**src/rtl/external_io_ctrl.sv**
```systemverilog
// -----------------------------------------------------------------------------
// external_io_ctrl
//
// Board-side I/O block for the shapool core array. It holds two mode-0 SPI
// slaves and a small job-control FSM.
//   * SPI0 loads the job configuration (JOB_CONFIG_WIDTH bits, MSB first).
//   * SPI1 loads the device configuration (DEVICE_CONFIG_WIDTH bits). Once a
//     core reports success, SPI1 becomes a readout port for
//     {result, match_flags}.
// All SPI pins are asynchronous to clk and pass through SYNC_STAGES flops.
// Edges are detected on the synchronised copies. Frames are shifted into a
// private register and copied to the visible output only when the bit count
// is exact, so the outputs never show a partial frame.
//
// Ports
//   clk, reset           system clock, synchronous active-high reset
//   sck0/sdi0/cs0_n      SPI0 (job config) clock, data, active-low select
//   sck1/sdi1/cs1_n      SPI1 (device config / readout) clock, data, select
//   sdo1                 SPI1 readout data, MSB first, 0 while deselected
//   device_config        committed device configuration
//   job_config           committed job configuration
//   core_reset           1 = hold the shapool cores in reset
//   shapool_match_flags  per-core match flags (latched on success)
//   shapool_result       winning nonce (latched on success)
//   shapool_success      level, a core has matched
//   ready                1 = result latched and readable on SPI1
//   frame_error          1-cycle pulse, a frame had the wrong bit count
//   o_dbg_state          current FSM state (0 IDLE, 1 RUN, 2 DONE)
// -----------------------------------------------------------------------------
module external_io_ctrl #(
    parameter int JOB_CONFIG_WIDTH    = 352,
    parameter int DEVICE_CONFIG_WIDTH = 8,
    parameter int RESULT_WIDTH        = 32,
    parameter int N_FLAGS             = 8,
    parameter int SYNC_STAGES         = 2
) (
    input  logic                           clk,
    input  logic                           reset,
    input  logic                           sck0,
    input  logic                           sdi0,
    input  logic                           cs0_n,
    input  logic                           sck1,
    input  logic                           sdi1,
    input  logic                           cs1_n,
    output logic                           sdo1,
    output logic [DEVICE_CONFIG_WIDTH-1:0] device_config,
    output logic [JOB_CONFIG_WIDTH-1:0]    job_config,
    output logic                           core_reset,
    input  logic [N_FLAGS-1:0]             shapool_match_flags,
    input  logic [RESULT_WIDTH-1:0]        shapool_result,
    input  logic                           shapool_success,
    output logic                           ready,
    output logic                           frame_error,
    output logic [1:0]                     o_dbg_state
);

    localparam int RD_W   = RESULT_WIDTH + N_FLAGS;
    localparam int CNT0_W = $clog2(JOB_CONFIG_WIDTH + 2);
    localparam int CNT1_W = $clog2(DEVICE_CONFIG_WIDTH + 2);
    localparam int RDC_W  = $clog2(RD_W + 1);

    localparam logic [CNT0_W-1:0] CNT0_FULL = CNT0_W'(JOB_CONFIG_WIDTH);
    localparam logic [CNT0_W-1:0] CNT0_SAT  = CNT0_W'(JOB_CONFIG_WIDTH + 1);
    localparam logic [CNT1_W-1:0] CNT1_FULL = CNT1_W'(DEVICE_CONFIG_WIDTH);
    localparam logic [CNT1_W-1:0] CNT1_SAT  = CNT1_W'(DEVICE_CONFIG_WIDTH + 1);
    localparam logic [RDC_W-1:0]  RDC_FULL  = RDC_W'(RD_W);

    typedef enum logic [1:0] {
        ST_IDLE = 2'd0,
        ST_RUN  = 2'd1,
        ST_DONE = 2'd2
    } state_t;

    state_t r_state;
    state_t w_state_next;

    // ---------------------------------------------------------------------
    // Input synchronisers. Everything resets to 0, including the select
    // lines: a select that is already low when reset is released then shows
    // no falling edge, so the tail of an interrupted frame is ignored.
    // ---------------------------------------------------------------------
    logic [SYNC_STAGES-1:0] r_sck0_sync, r_sdi0_sync, r_cs0_sync;
    logic [SYNC_STAGES-1:0] r_sck1_sync, r_sdi1_sync, r_cs1_sync;
    logic                   r_sck0_q, r_cs0_q, r_sck1_q, r_cs1_q;

    always_ff @(posedge clk) begin
        if (reset) begin
            r_sck0_sync <= '0;
            r_sdi0_sync <= '0;
            r_cs0_sync  <= '0;
            r_sck1_sync <= '0;
            r_sdi1_sync <= '0;
            r_cs1_sync  <= '0;
            r_sck0_q    <= 1'b0;
            r_cs0_q     <= 1'b0;
            r_sck1_q    <= 1'b0;
            r_cs1_q     <= 1'b0;
        end else begin
            r_sck0_sync <= {r_sck0_sync[SYNC_STAGES-2:0], sck0};
            r_sdi0_sync <= {r_sdi0_sync[SYNC_STAGES-2:0], sdi0};
            r_cs0_sync  <= {r_cs0_sync[SYNC_STAGES-2:0], cs0_n};
            r_sck1_sync <= {r_sck1_sync[SYNC_STAGES-2:0], sck1};
            r_sdi1_sync <= {r_sdi1_sync[SYNC_STAGES-2:0], sdi1};
            r_cs1_sync  <= {r_cs1_sync[SYNC_STAGES-2:0], cs1_n};
            r_sck0_q    <= r_sck0_sync[SYNC_STAGES-1];
            r_cs0_q     <= r_cs0_sync[SYNC_STAGES-1];
            r_sck1_q    <= r_sck1_sync[SYNC_STAGES-1];
            r_cs1_q     <= r_cs1_sync[SYNC_STAGES-1];
        end
    end

    logic w_sck0_s, w_sdi0_s, w_cs0_s, w_sck1_s, w_sdi1_s, w_cs1_s;
    logic w_cs0_fall, w_cs0_rise, w_sck0_rise;
    logic w_cs1_fall, w_cs1_rise, w_sck1_rise, w_sck1_fall;

    assign w_sck0_s    = r_sck0_sync[SYNC_STAGES-1];
    assign w_sdi0_s    = r_sdi0_sync[SYNC_STAGES-1];
    assign w_cs0_s     = r_cs0_sync[SYNC_STAGES-1];
    assign w_sck1_s    = r_sck1_sync[SYNC_STAGES-1];
    assign w_sdi1_s    = r_sdi1_sync[SYNC_STAGES-1];
    assign w_cs1_s     = r_cs1_sync[SYNC_STAGES-1];

    assign w_cs0_fall  = r_cs0_q & ~w_cs0_s;
    assign w_cs0_rise  = ~r_cs0_q & w_cs0_s;
    assign w_sck0_rise = ~r_sck0_q & w_sck0_s & ~w_cs0_s;
    assign w_cs1_fall  = r_cs1_q & ~w_cs1_s;
    assign w_cs1_rise  = ~r_cs1_q & w_cs1_s;
    assign w_sck1_rise = ~r_sck1_q & w_sck1_s & ~w_cs1_s;
    assign w_sck1_fall = r_sck1_q & ~w_sck1_s & ~w_cs1_s;

    // ---------------------------------------------------------------------
    // SPI0: job configuration receiver. r_act0 marks a frame that began with
    // a real select falling edge since the last reset.
    // ---------------------------------------------------------------------
    logic                        r_act0;
    logic [CNT0_W-1:0]           r_cnt0;
    logic [JOB_CONFIG_WIDTH-1:0] r_shift0;
    logic [JOB_CONFIG_WIDTH-1:0] r_job_cfg;
    logic                        w_commit0, w_err0;

    assign w_commit0 = w_cs0_rise & r_act0 & (r_cnt0 == CNT0_FULL);
    assign w_err0    = w_cs0_rise & r_act0 & (r_cnt0 != CNT0_FULL);

    always_ff @(posedge clk) begin
        if (reset) begin
            r_act0    <= 1'b0;
            r_cnt0    <= '0;
            r_shift0  <= '0;
            r_job_cfg <= '0;
        end else begin
            if (w_cs0_fall) begin
                r_act0 <= 1'b1;
                r_cnt0 <= '0;
            end else if (w_cs0_rise) begin
                r_act0 <= 1'b0;
            end else if (w_sck0_rise && r_act0) begin
                r_shift0 <= {r_shift0[JOB_CONFIG_WIDTH-2:0], w_sdi0_s};
                if (r_cnt0 != CNT0_SAT)
                    r_cnt0 <= r_cnt0 + CNT0_W'(1);
            end
            if (w_commit0)
                r_job_cfg <= r_shift0;
        end
    end

    // ---------------------------------------------------------------------
    // SPI1: device-config receiver, or result readout when the frame starts
    // in DONE. The mode is fixed at the select falling edge for the whole
    // frame. The readout register shifts on sck1 falling edges so the next
    // bit is stable before the master samples on the rising edge.
    // ---------------------------------------------------------------------
    logic                           r_act1, r_rd_mode;
    logic [CNT1_W-1:0]              r_cnt1;
    logic [DEVICE_CONFIG_WIDTH-1:0] r_shift1;
    logic [DEVICE_CONFIG_WIDTH-1:0] r_dev_cfg;
    logic [RD_W-1:0]                r_rd_sreg;
    logic [RDC_W-1:0]               r_rd_cnt;
    logic [RESULT_WIDTH-1:0]        r_result_q;
    logic [N_FLAGS-1:0]             r_flags_q;
    logic                           w_commit1, w_err1, w_rd_done;

    assign w_commit1 = w_cs1_rise & r_act1 & ~r_rd_mode & (r_cnt1 == CNT1_FULL);
    assign w_err1    = w_cs1_rise & r_act1 & ~r_rd_mode & (r_cnt1 != CNT1_FULL);
    assign w_rd_done = w_cs1_rise & r_act1 & r_rd_mode & (r_rd_cnt == RDC_FULL);

    always_ff @(posedge clk) begin
        if (reset) begin
            r_act1    <= 1'b0;
            r_rd_mode <= 1'b0;
            r_cnt1    <= '0;
            r_shift1  <= '0;
            r_dev_cfg <= '0;
            r_rd_sreg <= '0;
            r_rd_cnt  <= '0;
        end else begin
            if (w_cs1_fall) begin
                r_act1    <= 1'b1;
                r_cnt1    <= '0;
                r_rd_cnt  <= '0;
                r_rd_mode <= (r_state == ST_DONE);
                if (r_state == ST_DONE)
                    r_rd_sreg <= {r_result_q, r_flags_q};
            end else if (w_cs1_rise) begin
                r_act1    <= 1'b0;
                r_rd_mode <= 1'b0;
            end else if (r_act1) begin
                if (w_sck1_rise) begin
                    if (r_rd_mode) begin
                        if (r_rd_cnt != RDC_FULL)
                            r_rd_cnt <= r_rd_cnt + RDC_W'(1);
                    end else begin
                        r_shift1 <= {r_shift1[DEVICE_CONFIG_WIDTH-2:0], w_sdi1_s};
                        if (r_cnt1 != CNT1_SAT)
                            r_cnt1 <= r_cnt1 + CNT1_W'(1);
                    end
                end
                if (w_sck1_fall && r_rd_mode)
                    r_rd_sreg <= {r_rd_sreg[RD_W-2:0], 1'b0};
            end
            if (w_commit1)
                r_dev_cfg <= r_shift1;
        end
    end

    // ---------------------------------------------------------------------
    // Loaded flags, result latch and frame-error pulse. dev_loaded is sticky
    // until reset; job_loaded is consumed by a complete readout. A job commit
    // landing in the same cycle as the readout exit keeps the new job.
    // ---------------------------------------------------------------------
    logic r_job_loaded, r_dev_loaded, r_frame_error;

    always_ff @(posedge clk) begin
        if (reset) begin
            r_job_loaded  <= 1'b0;
            r_dev_loaded  <= 1'b0;
            r_result_q    <= '0;
            r_flags_q     <= '0;
            r_frame_error <= 1'b0;
        end else begin
            r_frame_error <= w_err0 | w_err1;
            if (w_commit1)
                r_dev_loaded <= 1'b1;
            if (w_rd_done)
                r_job_loaded <= 1'b0;
            if (w_commit0)
                r_job_loaded <= 1'b1;
            if (r_state == ST_RUN && shapool_success) begin
                r_result_q <= shapool_result;
                r_flags_q  <= shapool_match_flags;
            end
        end
    end

    // ---------------------------------------------------------------------
    // Job-control FSM. A new job arriving in RUN drops to IDLE for one cycle,
    // which gives the cores a one-cycle reset pulse before restarting.
    // Success takes priority over a simultaneous job commit.
    // ---------------------------------------------------------------------
    always_ff @(posedge clk) begin
        if (reset)
            r_state <= ST_IDLE;
        else
            r_state <= w_state_next;
    end

    always_comb begin
        w_state_next = r_state;
        case (r_state)
            ST_IDLE: begin
                if (r_job_loaded && r_dev_loaded && w_cs0_s && w_cs1_s)
                    w_state_next = ST_RUN;
            end
            ST_RUN: begin
                if (shapool_success)
                    w_state_next = ST_DONE;
                else if (w_commit0)
                    w_state_next = ST_IDLE;
            end
            ST_DONE: begin
                if (w_rd_done)
                    w_state_next = ST_IDLE;
            end
            default: w_state_next = ST_IDLE;
        endcase
    end

    assign core_reset    = (r_state != ST_RUN);
    assign ready         = (r_state == ST_DONE);
    assign sdo1          = ~w_cs1_s & r_rd_mode & r_rd_sreg[RD_W-1];
    assign job_config    = r_job_cfg;
    assign device_config = r_dev_cfg;
    assign frame_error   = r_frame_error;
    assign o_dbg_state   = r_state;

endmodule

```
**config.mk**
```make
export PLATFORM = sky130hd
export DESIGN_NAME = external_io_ctrl
export DESIGN_NICKNAME = d
export VERILOG_FILES = /design/src/rtl/external_io_ctrl.sv
export SDC_FILE = /design/constraint.sdc
export NUM_CORES = 2
export LEC_CHECK = 0
export CORE_AREA = 5 5 383 291
export DETAILED_ROUTE_END_ITERATION = 8
export DIE_AREA = 0 0 388 296
export DONT_BUFFER_PORTS = 1
export GPL_TIMING_DRIVEN = 0
export HOLD_SLACK_MARGIN = 0.06
export SLEW_MARGIN = 20
export SYNTH_ARGS = -nofsm -noshare
export SYNTH_HDL_FRONTEND = slang
export SYNTH_SLANG_ARGS = --single-unit
export TNS_END_PERCENT = 20
```
**constraint.sdc**
```tcl
create_clock -name clk -period 1.7 [get_ports clk]
set_input_delay 0.51 -clock clk [delete_from_list [all_inputs] [get_ports clk]]
set_output_delay 0.51 -clock clk [all_outputs]
set_load 0.005 [all_outputs]
```
==> impl_results.md <==
* CP Depth at 11
* Buffers & Inverters on Critical Path at 6
* Worst setup startpoint: r_cnt0[0]$_SDFFE_PP0P_
* Asr flop ratio synth at 0%
* Fin crit period at 1.97 ns
* Combinational Power Share at 1.7%
* Slew margin rel. at 42.0%
* Most frequent cell after synthesis: nand2_1
* Routed WL at 95.8 mm
* Clock Tree Buf Depth at 3
* Die ar. at 115000 um^2
* Gr usage total at 15.7%
* Startpoint types: flop
* R2R Setup Slk at -0.27 ns
* Hold wc startpoint: shapool_success
* Final Core Density at 36.9%
* Fmax at 0.508 GHz
* Yosys warning total at 0
* CP Capture Type: flop
* Clock root cell: clkbuf_16
* Design area at 39500 um^2
* Die W at 388 um
* Final number of hold-violating endpoints at 0
* Worst hold slack at 0.174 ns
* Worst R2R Path Depth at 11
* Final Skew at 0.0221 ns
* Initial antenna violation count at 1
* Final worst slack at -0.268 ns
* Vias in the first global route at 23100
* Placed inst area at 31600 um^2
* Synth top area share at 56.6%
* Clock share of power at 49.2%
* R2r endpoint: job_config[198]$_SDFFE_PP0P_
* Synth area leader: dfxtp_1
* Cell Chain, Critical Path: inv_4 -> ha_4 -> and4bb_2 -> nand4_1 -> buf_12 -> buf_16 -> buf_12 -> clkbuf_16 -> clkbuf_16 -> nand2_2 -> a21oi_2
* Worst hold path class: in2reg
* Psw at 8.82 mW
* Clk Latency, worst-skew pair at 0.66 ns
* Detail Placement HPWL at 63.2 mm
* Core Area at 107000 um^2
* Slowest-stage cell, CP: dfxtp_4
* Worst-path fanout max at 5
* Number of port buffers at 0
* Final-report setup violation count at 743
* Row count at 104
* First-pass GRT wire length at 141 mm
* Slew @ Worst Pin at 0.870 ns
* Initial Util at 27.9%
* Final Wtd Congestion at 0.778
* Arrival @ worst endpoint at 2.47 ns
* CTS Buf Count at 87
* Layout cell share with drive strength beyond 1 at 21.0%
* R2r startpoint: r_cnt0[0]$_SDFFE_PP0P_
* Vias at 24600
* Post-synth EDFFs at 0
* Share of the yosys chip area belonging to registers at 56.6%
* Status: complete, but fails checks
* Crit path max-delay family: buffers and inverters
* Critical Path RT at 2.20 ns
* Drt first pass iters at 5
* P per Cell Area at 1020 nW/um^2
* Clk slew on worst S/H paths at 0.06 ns
* Synthesized Nets at 3721
* Final nets at 3951
* Antenna-violating nets left at 0
* Kind of critical path: reg2reg
* Yosys reg bits at 843
* Drt wl/cell at 17.8 um
* Iter 0 DRT Violations at 1330
* Post-Synthesis Cells at 3660
* MaxCap Viol Count at 0
* Cell internal pwr at 31.4 mW
* Number of remaining DRC errors at 0
* Failing checks: negative setup slack
* Largest cells by area after synthesis: dfxtp_1 (57%), nand2_1 (19%), a21oi_1 (13%)
* Predominant post-synthesis flop cell: dfxtp_1
* # IOs at 415
* Library cells used by synthesis at 44
* Static leakage at 12.9 nW
* Net Sw Frac at 21.9%
* Via-to-Cell Ratio at 4.58
* Sequential Power Share at 49.1%
* Pins Over Slew Limit at 0
* Final Cycle Share at 116%
* Chip Height at 296 um
* RSZ-0062 raised after global routing: true
* Largest net degree at the start of global routing at 16
* H-Tree Depth at 3
* Sink Count at 843
* Max rail drop VDD at 0.829 mV
* Mean post-synth cell area at 8.14 um^2
* CTS tree: built
* CP peak stage delay at 0.35 ns
* # diodes at 0
* Cell Area, Synth at 29800 um^2
* Grt total ovfl at 0
* Top cells by count, synth: nand2_1 (1500), dfxtp_1 (843), a21oi_1 (749), clkbuf_1 (126), buf_2 (99)
* Area delta synth->final at 32.4%
* Critical Path Sink: job_config[198]$_SDFFE_PP0P_
[cell usage in the layout, fill, tap and decap left out, drive strengths merged, types with 2 or more instances in the layout]
cell type    Yosys  layout
a211oi          41      41
a21oi          749     749
and3             3       3
and4bb           4       4
buf            147     219
bufbuf           0       5
bufinv           0       6
clkbuf         126     263
clkinv           0      17
clkinvlp         0       5
dfxtp          843     843
dlygate4sd3      0      47
ha              12      12
inv             15      22
mux2i           60      60
nand2         1500    1500
nand3            7       7
nand3b           4       4
nand4            3       3
nor2            87      87
nor2b           17      17
nor3             4       4
nor4             5       5
or2              5       5
xnor2           12      12
xor2             2       2
[logic make-up after synthesis]
kind of cell             synth area share, %
AND/OR/NAND/NOR                         21.5
buffers and inverters                   5.12
adder cells (fa/ha/maj)                0.504
AO/OA/AOI/OAI                           13.9
multiplexers                            2.02
XOR/XNOR                               0.412
flip-flops                              56.6
[worst min-delay path, delay by kind of cell]
kind	cells	cell delay, ns
and+or+nand+nor	2	0.16
AOI/OAI and AO/OA	1	0.05
buffers and inverters	1	0.06
[routing by layer]
metal	track usage [%]	up-vias	share of wire (%)
li1	-	12400	-
met1	20.4	11600	45
met2	24.5	518	44
met3	6.32	122	8.6
met4	4.03	0	2.3
met5	0	-	0
[final cells by class]
type | instances | area [um^2]
Clock inverter | 35 | 383
Clock buffer | 120 | 2570
Fill cell | 10800 | 67400
Tap cell | 1431 | 1790
Inverter | 15 | 63.8
Buffer | 272 | 2330
Timing Repair Buffer | 142 | 2530
Sequential cell | 843 | 16900
Multi-Input combinational cell | 2529 | 12900
[per-stage QoR]
| step | power (mW) | setup TNS, ns | worst slack [ns] | instances |
|---|---|---|---|---|
| floorplan | 20.5 | 0 | 0.000152 | 3660 |
| global placement | 20.8 | -1175.92 | -2.15 | 5091 |
| detailed placement | 20.8 | -786.86 | -1.21 | 5091 |
| CTS | 40.9 | -123.11 | -0.243 | 5359 |
| global route | 41.7 | -164.08 | -0.340 | 5387 |
| finish | 40.3 | -96.78 | -0.268 | 5387 |
[power by group through the flow]
| stage | Combinational [mW] | Clock, mW | Sequential (mW) |
|---|---|---|---|
| after detailed placement | 0.544 | 0 | 20.2 |
| after global routing | 0.751 | 21.2 | 19.8 |
| after floorplan | 0.331 | 0 | 20.2 |
| after CTS | 0.682 | 20.4 | 19.8 |
| final | 0.689 | 19.8 | 19.8 |
| after global placement | 0.544 | 0 | 20.2 |
[how the worst min path moves through the flow]
stage | cells past startpoint | slack, ns | endpoint
4_1_cts | 4 | 0.15 | r_flags_q[7]$_SDFFE_PP0P_
6_report | 4 | 0.17 | r_flags_q[7]$_SDFFE_PP0P_
2_1_floorplan | 1 | 0.41 | r_cs1_sync[1]$_SDFF_PP0_
3_5_place_dp | 1 | 0.43 | r_cs1_sync[1]$_SDFF_PP0_
5_1_grt | 4 | 0.14 | r_flags_q[7]$_SDFFE_PP0P_
3_3_place_gp | 1 | 0.43 | r_sdi1_sync[1]$_SDFF_PP0_
[state kept, by name (all words and copies together) (netlist names), 6 cells and up]
name           cells
job_config       352
r_rd_cnt           6
r_cnt0             9
r_result_q        32
r_shift0         352
device_config      8
r_rd_sreg         40
r_shift1           8
r_flags_q          8
[what timing repair did]
item	4_1_cts	5_1_grt
pin swaps	229	32
endpoints found under the hold margin	47	0
buffers inserted	30	9
cloned	36	23
setup endpoints to repair	832	855
gates resized for setup	576	230
hold buffers	47	0
No activity file was read; power rests on OpenSTA's default activity.
